[config.mk]
export PLATFORM = sky130hd
export DESIGN_NAME = ula_sequenciador
export DESIGN_NICKNAME = d
export VERILOG_FILES = /design/src/rtl/ula_sequenciador.sv
export SDC_FILE = /design/constraint.sdc
export NUM_CORES = 1
export LEC_CHECK = 0
export ABC_AREA = 1
export CAP_MARGIN = 20
export CORE_ASPECT_RATIO = 0.75
export CORE_UTILIZATION = 25
export DETAILED_ROUTE_END_ITERATION = 10
export GPL_ROUTABILITY_DRIVEN = 0
export GPL_TIMING_DRIVEN = 0
export PLACE_DENSITY = 0.57
export SYNTH_ARGS = -nofsm -noshare
export SYNTH_HDL_FRONTEND = slang
export SYNTH_SLANG_ARGS = --single-unit
[constraint.sdc]
create_clock -name clock -period 2.1 [get_ports clock]
set_clock_uncertainty 0.05 [all_clocks]
set_input_delay 0.315 -clock clock [delete_from_list [all_inputs] [get_ports clock]]
set_output_delay 0.315 -clock clock [all_outputs]
set_load 0.02 [all_outputs]
[src/rtl/ula_sequenciador.sv]
// Multi-cycle control unit sequencing instruction fetch, register-file
// access, the combinational 16-bit ALU and write-back for one instruction
// at a time (FETCH -> DECODE -> EXEC -> WRITE), with branch resolution
// from the ALU condition flag.
module ula_sequenciador #(
    parameter int ADDR_W = 8,
    parameter int DATA_W = 16,
    parameter int RF_AW  = 4
) (
    input  logic              clock,
    input  logic              reset_n,
    input  logic              start,
    output logic              imem_req,
    output logic [ADDR_W-1:0] imem_addr,
    input  logic              imem_ack,
    input  logic [31:0]       imem_data,
    output logic [RF_AW-1:0]  rf_raddr1,
    output logic [RF_AW-1:0]  rf_raddr2,
    input  logic [DATA_W-1:0] rf_rdata1,
    input  logic [DATA_W-1:0] rf_rdata2,
    output logic              rf_we,
    output logic [RF_AW-1:0]  rf_waddr,
    output logic [DATA_W-1:0] rf_wdata,
    output logic [DATA_W-1:0] alu_op1,
    output logic [DATA_W-1:0] alu_op2,
    output logic [4:0]        alu_opcode,
    input  logic [31:0]       alu_result,
    input  logic              alu_flag,
    output logic              busy,
    output logic              halted,
    output logic              illegal
);

    localparam logic [2:0] S_IDLE   = 3'd0;
    localparam logic [2:0] S_FETCH  = 3'd1;
    localparam logic [2:0] S_DECODE = 3'd2;
    localparam logic [2:0] S_EXEC   = 3'd3;
    localparam logic [2:0] S_WRITE  = 3'd4;
    localparam logic [2:0] S_HALT   = 3'd5;

    localparam logic [4:0] OP_NOP  = 5'b00000;
    localparam logic [4:0] OP_LDI  = 5'b00001;
    localparam logic [4:0] OP_SUB  = 5'b00010;
    localparam logic [4:0] OP_JMP  = 5'b00011;
    localparam logic [4:0] OP_DIV  = 5'b00111;
    localparam logic [4:0] OP_HALT = 5'b11111;

    logic [2:0]        r_state;
    logic [2:0]        w_next_state;
    logic [ADDR_W-1:0] r_pc;
    logic [31:0]       r_ir;
    logic [DATA_W-1:0] r_op1;
    logic [DATA_W-1:0] r_op2;
    logic [DATA_W-1:0] r_res;
    logic              r_flag;

    logic [4:0]        w_op;
    logic [RF_AW-1:0]  w_rd;
    logic [RF_AW-1:0]  w_rs1;
    logic [RF_AW-1:0]  w_rs2;
    logic [15:0]       w_imm;
    logic              w_is_nop;
    logic              w_is_ldi;
    logic              w_is_jmp;
    logic              w_is_halt;
    logic              w_is_alu;
    logic              w_is_branch;
    logic              w_is_illegal;
    logic              w_div0;
    logic              w_write;
    logic              w_jump;
    logic              w_idle_or_halt;

    assign w_op  = r_ir[31:27];
    assign w_rd  = r_ir[26:23];
    assign w_rs1 = r_ir[22:19];
    assign w_rs2 = r_ir[18:15];
    assign w_imm = r_ir[15:0];

    assign w_idle_or_halt = (r_state == S_IDLE) || (r_state == S_HALT);

    // Classify the held instruction; everything not recognised is illegal and behaves as a NOP.
    always_comb begin
        w_is_nop     = (w_op == OP_NOP);
        w_is_ldi     = (w_op == OP_LDI);
        w_is_jmp     = (w_op == OP_JMP);
        w_is_halt    = (w_op == OP_HALT);
        w_is_alu     = (w_op == OP_SUB) || ((w_op >= 5'b00100) && (w_op <= 5'b01101));
        w_is_branch  = (w_op >= 5'b01111) && (w_op <= 5'b10011);
        w_is_illegal = !(w_is_nop || w_is_ldi || w_is_jmp || w_is_halt || w_is_alu || w_is_branch);
        w_div0       = (w_op == OP_DIV) && (r_op2 == '0);
        w_write      = (w_is_alu && !w_div0) || w_is_ldi;
        w_jump       = w_is_jmp || (w_is_branch && r_flag);
    end

    // Next-state selection; start is only honoured while parked in IDLE or HALT.
    always_comb begin
        w_next_state = r_state;
        case (r_state)
            S_IDLE:   if (start) w_next_state = S_FETCH;
            S_FETCH:  if (imem_ack) w_next_state = S_DECODE;
            S_DECODE: w_next_state = w_is_halt ? S_HALT : S_EXEC;
            S_EXEC:   w_next_state = S_WRITE;
            S_WRITE:  w_next_state = S_FETCH;
            S_HALT:   if (start) w_next_state = S_FETCH;
            default:  w_next_state = S_IDLE;
        endcase
    end

    // State register; an asynchronous reset abandons any instruction in flight.
    always_ff @(posedge clock or negedge reset_n) begin
        if (!reset_n) begin
            r_state <= S_IDLE;
        end else begin
            r_state <= w_next_state;
        end
    end

    // Program counter: cleared on (re)start, stepped on fetch, overwritten by taken jumps.
    always_ff @(posedge clock or negedge reset_n) begin
        if (!reset_n) begin
            r_pc <= '0;
        end else if (w_idle_or_halt && start) begin
            r_pc <= '0;
        end else if ((r_state == S_FETCH) && imem_ack) begin
            r_pc <= r_pc + ADDR_W'(1);
        end else if ((r_state == S_WRITE) && w_jump) begin
            r_pc <= w_imm[ADDR_W-1:0];
        end
    end

    // Instruction register captures the fetched word only when memory acknowledges in FETCH.
    always_ff @(posedge clock or negedge reset_n) begin
        if (!reset_n) begin
            r_ir <= '0;
        end else if ((r_state == S_FETCH) && imem_ack) begin
            r_ir <= imem_data;
        end
    end

    // Operand latches hold the register-file read data taken during DECODE.
    always_ff @(posedge clock or negedge reset_n) begin
        if (!reset_n) begin
            r_op1 <= '0;
            r_op2 <= '0;
        end else if (r_state == S_DECODE) begin
            r_op1 <= rf_rdata1;
            r_op2 <= rf_rdata2;
        end
    end

    // Result and flag latches sample the combinational ALU during EXEC only.
    always_ff @(posedge clock or negedge reset_n) begin
        if (!reset_n) begin
            r_res  <= '0;
            r_flag <= 1'b0;
        end else if (r_state == S_EXEC) begin
            r_res  <= alu_result[DATA_W-1:0];
            r_flag <= alu_flag;
        end
    end

    // Per-state output decode; every interface output rests at zero outside its own phase.
    always_comb begin
        imem_req   = 1'b0;
        imem_addr  = '0;
        rf_raddr1  = '0;
        rf_raddr2  = '0;
        rf_we      = 1'b0;
        rf_waddr   = '0;
        rf_wdata   = '0;
        alu_op1    = '0;
        alu_op2    = '0;
        alu_opcode = '0;
        illegal    = 1'b0;
        case (r_state)
            S_FETCH: begin
                imem_req  = 1'b1;
                imem_addr = r_pc;
            end
            S_DECODE: begin
                rf_raddr1 = w_rs1;
                rf_raddr2 = w_rs2;
            end
            S_EXEC: begin
                if (w_is_alu || w_is_branch) begin
                    alu_op1    = r_op1;
                    alu_op2    = r_op2;
                    alu_opcode = w_op;
                end
            end
            S_WRITE: begin
                if (w_write) begin
                    rf_we    = 1'b1;
                    rf_waddr = w_rd;
                    rf_wdata = w_is_ldi ? w_imm : r_res;
                end
                illegal = w_is_illegal || w_div0;
            end
            default: begin
            end
        endcase
    end

    assign busy   = !w_idle_or_halt;
    assign halted = (r_state == S_HALT);

endmodule
; ---- Word level (Yosys, flattened, before mapping)
; Cells that the tools add are included.
[op_classes]
add_sub_neg = 1
n_lt_le_gt_ge = 4
eq_ne = 12
muxes = 25
n_reduce_logical = 28
[op_table]
columns = operator, n
row1 = 16-bit two-way mux, 7
row2 = 8-bit two-way mux, 4
row3 = 16-bit zero test, 1
row4 = 4-bit two-way mux, 4
row5 = 3-bit case mux with 5 select lines, 1
row6 = 1-bit logical OR, 11
row7 = "5-bit by 2-bit equality test with 1-bit output, second input constant", 2
row8 = 5-bit two-way mux, 2
row9 = 3-bit two-way mux, 3
row10 = "8-bit by 1-bit adder with 8-bit output, second input constant", 1
row11 = 1-bit logical AND, 8
row12 = "3-bit by 2-bit equality test with 1-bit output, second input constant", 2
row13 = "3-bit equality test, second input constant", 2
row14 = "5-bit by 1-bit equality test with 1-bit output, second input constant", 1
row15 = "5-bit by 3-bit equality test with 1-bit output, second input constant", 1
row16 = "5-bit equality test, second input constant", 1
row17 = "5-bit by 3-bit >= comparator with 1-bit output, second input constant", 1
row18 = "5-bit by 4-bit >= comparator with 1-bit output, second input constant", 1
row19 = "5-bit by 4-bit less-or-equal comparator with 1-bit output, second input constant", 1
row20 = "5-bit less-or-equal comparator, second input constant", 1
row21 = 5-bit zero test, 1
row22 = 1-bit two-way mux, 4
row23 = "3-bit by 1-bit equality test with 1-bit output, second input constant", 1
row24 = 1-bit zero test, 3
row25 = 6 further kinds, 6
[totals]
reg_bits = 92

; ---- Depth between registers and ports, before layout
[depth]
ltp_word = 9
depth_mapped = 10

; ---- Least setup slack after synthesis
; No wires, ideal clock.
[synth_timing]
path_type = register to output
startpoint = register r_ir[27]
endpoint = output illegal
arrival_time_ns = 1.525
required_time_ns = 1.735
path_slack_ns = 0.210
path_stages_with_launch = 7
cell_sequence = dfrtp_1 -> nand2_1 -> nor2_1 -> o21a_1 -> nor2_2 -> nand2_1 -> a21boi_0
[synth_between]
elab_chain_len = 9
[synth_rtl]
columns = element, line_no
row1 = from (decl), 51  ; logic [31:0] r_ir;
row2 = from (signal assigned), 137  ; r_ir <= imem_data;
row3 = branches (longest 7 deep; another with 5-bit by 3-bit >= comparator with 1-bit output), --
row4 = 1-bit logical OR *, 198  ; illegal = w_is_illegal || w_div0;
row5 = 1-bit two-way mux *, 176  ; case (r_state)
row6 = to (decl), 31  ; output logic illegal
; Mark *: on every way between the ends.

; ---- Final worst setup path
[layout_timing]
startpoint = register r_ir[29]
endpoint = output alu_op1[6]
[layout_between]
elab_chain_len = 6
[layout_rtl]
columns = element, line_no
row1 = 5-bit by 3-bit >= comparator with 1-bit output / 5-bit by 4-bit less-or-equal comparator with 1-bit output (equally long branches), 88  ; w_is_alu = (w_op == OP_SUB) || ((w_op >= 5'b00100) && (w_op <= 5'b01101));
row2 = 1-bit logical AND, 88
row3 = 1-bit logical OR, 88
row4 = 1-bit logical OR *, 186  ; if (w_is_alu || w_is_branch) begin
row5 = 16-bit two-way mux *, 186
row6 = 16-bit two-way mux *, 176
row7 = to (decl), 24  ; output logic [DATA_W-1:0] alu_op1,
; Mark *: on every way between the ends. The rest lies on a longest branch, timed or not.

==> impl_metrics.json <==
{
  "grt_overflow_total": 0,
  "num-nets-final": 988,
  "drtIter0Drc": 223,
  "cp.arrival_ps": 1930,
  "cpMaxStageDelayCell": "dfrtp_2",
  "drive_gt1_share_pct": 25.51,
  "antennaDiodeCount": 0,
  "die_w_um": 160.3,
  "max_slew.worst_pin.slew_ps": 669.0,
  "area_delta_synth_final_pct": 64.31,
  "total_power_uw": 10230,
  "synth_area_per_cell_um2": 7.033,
  "path_buf_inv": 3,
  "grt_pass1_vias": 4882,
  "clockRootBuffer": "clkbuf_16",
  "final_core_util_pct": 41.83,
  "synth_edf_count": 0,
  "synth_commonest_cells": "nand2_1 (285), dfrtp_1 (92), nor2_1 (85), inv_1 (72), o21ai_0 (51)",
  "crit_family": "flip-flops",
  "async_flop_share_pct": 100.0,
  "start_util_pct": 25.46,
  "synth.area.top_cells": "dfrtp_1 (49%), nand2_1 (23%), nor2_1 (6.8%), inv_1 (5.8%), o21ai_0 (5.4%)",
  "fin_area_um2": 7720,
  "syn_inst": 668,
  "cp.required_ps": 1740,
  "routed_wl_um": 16250,
  "clk-insertion-delay-late_ps": 350,
  "drc": 0,
  "path_clk_slew_ps": 70,
  "dp_hpwl_um": 11160,
  "fmax_mhz": 436.5,
  "crit_chain": "nand2_2 > nor2_2 > o21a_4 > buf_12 > nor2_4 > buf_6 > nor2_1 > buf_2",
  "switching_share_pct": 42.40,
  "synth_seq_cells": 92,
  "power_leakage_uw": 0.003810,
  "via_per_inst": 4.296,
  "critPathKind": "register to output port",
  "synth_cell_types": 25,
  "ys.warnings.count": 0,
  "dieHeight_um": 120.7,
  "grt_pass1_wl_um": 26020,
  "yosysTopAreaCell": "dfrtp_1",
  "switchingPower_uw": 4338,
  "wire_per_inst_um": 14.29,
  "synth_most_common_cell": "nand2_1",
  "ios": 179,
  "place_ws_ps": -511.2,
  "relSlewSlack_pct": 55.40,
  "worst-path-max-fanout": 5,
  "grt_max_degree": 59,
  "synth_fp_nets": 770,
  "comb_power_share_pct": 52.7,
  "peakVddDrop_v": 0.0003633,
  "clockBufferDepth": 2,
  "cts.htree.levels": 3,
  "crit_path_end_kind": "output port",
  "core-area_um2": 18450,
  "period_share_pct": 109.1,
  "slew_violations": 0,
  "cts_inserted_buffers": 9,
  "netlist_area_um2": 4698,
  "dr.pass1.iters": 4,
  "port_buffers": 162,
  "cts_tree": "built",
  "powerDensity_nw_per_um2": 1325,
  "rows": 43,
  "fp.dieArea_um2": 19350,
  "hp-class": "register to register",
  "placed_cell_area_um2": 6654,
  "seqPwrFrac_pct": 30.4,
  "worst_path_largest_cell_delay_ps": 470,
  "synthFlopType": "dfrtp_1",
  "failed_checks": "negative setup slack",
  "power.share.clock_pct": 16.9,
  "antenna_found_initial": 0,
  "setup_ws_ps": -191.2,
  "status": "finished, violations left",
  "rsz0062_at_grt": "yes",
  "p_int_uw": 5892,
  "setup_violations": 58,
  "antenna_left": 0,
  "hold_viol": 0,
  "fin_crit_ps": 2291,
  "maxCapViolations": 0,
  "fin_tns_setup_ps": -7952,
  "yosysSeqAreaShare_pct": 49.00,
  "grtUsageTotal_pct": 17.43,
  "crit_path_start_kind": "register",
  "cts_sinks": 92,
  "yosys.area.top_type_share_pct": 49.00,
  "vias": 4884
}
==> final cells by class <==
cell class	instances	area (um2)
plain buffers	28	252.7
clock buffers	10	229.0
clock inverters	5	77.57
fillers	1911	10730
inverters	77	294.0
multi-input cells	471	2291
flip-flops and latches	92	2307
well taps	247	309.0
repair buffers	207	1959
==> worst register-to-register path, cell delays in order, from the launching register on <==
cell     delay [ps]
dfrtp_2         450
inv_2           110
nand2_4          70
nor2_4          120
buf_4           120
buf_4            80
nand3_1          70
nand2_1         100
nand2_2         140
nand2_1         300
nand2_1          90
nand2_1          70
==> cells in the final DEF (no fill, tap or decap), types with 3 or more instances in the layout <==
cell             Yosys  final
buf_2               13     12
o21ai_0             51     36
a21oi_1              4      4
clkdlybuf4s15_1      0      3
dlygate4sd2_1        0      8
clkbuf_16            0     10
nor2_4               1     25
dfrtp_2              0      4
nor2_1              85     50
nor3_2               0      3
inv_2                5      7
buf_8                0      5
nand3_1             19     18
nand2_2              1      5
clkdlybuf4s50_1      0     83
o21ai_1              5     14
clkbuf_2             0      8
dfrtp_1             92     88
buf_6                1     42
nand2_4              1      3
nand2_1            285    278
buf_4                8     62
nor3_4               0      3
inv_1               72     68
o21ai_2              0      6
nor2_2               2     14
clkbuf_1             7      5
==> final timing paths <==
kind / startpoint / to / slack [ps] / cells past startpoint
worst max-delay path: r_ir[29]$_DFFE_PN0P_ / alu_op1[6] / -190 / 8
worst min-delay path: r_op1[5]$_DFFE_PN0N_ / r_op1[5]$_DFFE_PN0N_ / 420 / 2
worst max register to register: r_ir[30]$_DFFE_PN0P_ / r_pc[6]$_DFFE_PN0P_ / 270 / 11
worst min register to register: r_op1[5]$_DFFE_PN0N_ / r_op1[5]$_DFFE_PN0N_ / 420 / 2
max in group asynchronous: reset_n / r_ir[27]$_DFFE_PN0P_ / 870 / 3
min in group asynchronous: reset_n / r_ir[21]$_DFFE_PN0P_ / 430 / 2
==> through the flow <==
stage | instances | hold WS (ps)
3_5_place_dp | 1078 | 263.9
3_3_place_gp | 1077 | 404.3
6_report | 1137 | 417.7
2_1_floorplan | 668 | -30.59
5_1_grt | 1137 | 440.5
4_1_cts | 1134 | 425.0
==> power groups by stage <==
stage / clock network (uW) / registers, uW / logic [uW]
2_1_floorplan: 0 / 3000 / 2520
3_3_place_gp: 0 / 3110 / 3820
3_5_place_dp: 0 / 3120 / 3870
4_1_cts: 1780 / 3090 / 5040
5_1_grt: 1860 / 3210 / 5980
6_report: 1730 / 3110 / 5390
==> cells by family after synthesis <==
| logic type | synth area share, % |
|---|---|
| AOI/OAI and AO/OA | 6.711 |
| xor gates and xnor gates | 0.1865 |
| adders and majority gates | 0.2663 |
| buffers and inverters | 9.614 |
| DFF | 49.00 |
| and+or+nand+nor | 34.22 |
==> metal layers <==
layer | global-route usage, % | part of all wire (%) | up-vias
li1 | - | - | 2452
met1 | 23.91 | 49 | 2305
met2 | 26.96 | 44 | 108
met3 | 4.425 | 4.9 | 19
met4 | 5.060 | 1.5 | 0
met5 | 0 | 0 | -
==> flip-flops by register name (all words and copies together), names as in the netlist <==
register	flops
r_flag	1
r_ir	32
r_op1	16
r_op2	16
r_pc	8
r_res	16
r_state	3
==> repair_timing <==
action / in CTS / in global routing
setup endpoints to repair: 78 / 72
hold buffers: 1 / 0
gates cloned: 8 / 0
pin swaps: 13 / 14
setup buffers: 33 / 3
endpoints found under the hold margin: 34 / 0
resized for setup: 423 / 96
No activity file was read; power rests on OpenSTA's default activity.
==> patch (config.mk and constraints unchanged) <==
Change the parameter `ADDR_W` from 8 to 7.
--- a/src/rtl/ula_sequenciador.sv
+++ b/src/rtl/ula_sequenciador.sv
@@ -3,7 +3,7 @@
 // at a time (FETCH -> DECODE -> EXEC -> WRITE), with branch resolution
 // from the ALU condition flag.
 module ula_sequenciador #(
-    parameter int ADDR_W = 8,
+    parameter int ADDR_W = 7,
     parameter int DATA_W = 16,
     parameter int RF_AW  = 4
 ) (
Interface: changed (resized imem_addr); port bits go from 179 to 178. No check against the original RTL was run, so the function may have changed too.
==> patch against the unedited design <==
  * The flow still finishes with violations (negative setup slack)
  * Power rose by 7.8%
  * Worst setup slack worse by 0.033 ns
  * Global-route usage down 0.16 points
  * Sequential cell count shrank 1
  * Area after synthesis is 1.6% lower
  * Fmax decreased by 1.4%
  * Die area fell by 1.6%
  * Hold slack better by 0.0038 ns
  * Final area up 1.5%
  * Routed wire length decreased by 1.2%
  * First-iteration DRC count grew 12%
  * Largest power group unchanged
  * Highest routed layer unchanged
==> patch: results (changes against the unedited design) <==
Hold Crit Start=r_op1[15]; via count=4,800 (-1.7%); synthesized area per cell=6.98 µm² (-0.73%); peak supply drop=469 µV (+29%); vias in the first global route=4,629 (-5.2%); violated checks=negative setup slack; first-pass GRT wire length=25,400 µm (-2.3%); crit path DAT=1.96 ns (+0.03 ns); total track usage=0.173 (-0.00165); largest net degree at the start of global routing=58 (-1.7%); CP max FO=4 (-1); power density cells=1410 mW/mm² (+6.2%); R2R setup slack=0.32 ns (+0.05 ns); FF-to-FF path depth=10 (-1); sequential share of the synthesized area=0.493 (+0.00268); cell leakage power=3.85 nW (+1.0%); Crit path largest cell delay=0.41 ns (-0.06 ns); Synth area leaders=dfrtp_1 (49%), nand2_1 (25%), nor2_1 (6.2%), inv_1 (5.0%), o21ai_0 (3.5%); status=finished with violations; worst setup margin=-0.224 ns (-0.0333 ns); Post-Syn Nets=764 (-0.78%); Worst R2R End=r_pc[5]; final setup fails=58 (unchanged); Routed Wire Length=16,000 µm (-1.2%); NumNets Final=984 (-0.40%); dpl ws=-0.643 ns (-0.132 ns)
## patch: worst max-delay path by stage
stage,from,end
after floorplan,r_ir[30],illegal
after global placement,reset_n,r_ir[7]
after detailed placement,r_state[1],rf_raddr2[0]
after CTS,r_ir[30],illegal
after global routing,r_ir[29],illegal
final,r_ir[30],illegal
## patch: cells by family (layout without fill, tap and decap cells)
family / Yosys count / count (layout) / synth area share
xor+xnor: 1 / 1 / 0.00190
compound gates: 47 / 47 / 0.0544
buf+inv: 95 / 320 / 0.0839
fa+ha+maj: 1 / 1 / 0.00271
flops: 91 / 91 / 0.493
simple gates: 427 / 427 / 0.364
## patch: metal layers
layer / GRT usage / share of wire
met5: 0 / 0
met2: 0.246 / 0.43
met4: 0.0421 / 0.0090
met3: 0.0429 / 0.053
met1: 0.258 / 0.51
## patch: final cells by class
class | count | area share
Clock inverter | 6 | 0.0113
Clock buffer | 10 | 0.0292
Inverter | 67 | 0.0334
Tap cell | 242 | 0.0386
Sequential cell | 91 | 0.291
Buffer | 27 | 0.0334
Timing Repair Buffer | 210 | 0.266
Multi-Input combinational cell | 476 | 0.297
## patch: what timing repair did
action / CTS / global route
resized for setup: 527 / 57
gates cloned: 6 / 0
buffers inserted: 35 / 7
hold endpoints to repair: 34 / 0
setup endpoints to repair: 76 / 68
hold buffers: 1 / 0
pin swaps: 18 / 8
## patch: stage by stage
stage,hold WS (ns),util
2_1_floorplan,-0.0306,-
3_3_place_gp,0.404,0.366
3_5_place_dp,0.268,0.367
4_1_cts,0.425,0.426
5_1_grt,0.434,0.439
6_report,0.421,0.439
## patch: critical path, delay by kind of cell (launching register included)
family / cells / cell delay, ns
AO/OA/AOI/OAI: 3 / 0.55
buffers and inverters: 3 / 0.46
flip-flops: 1 / 0.41
AND/OR/NAND/NOR: 3 / 0.21
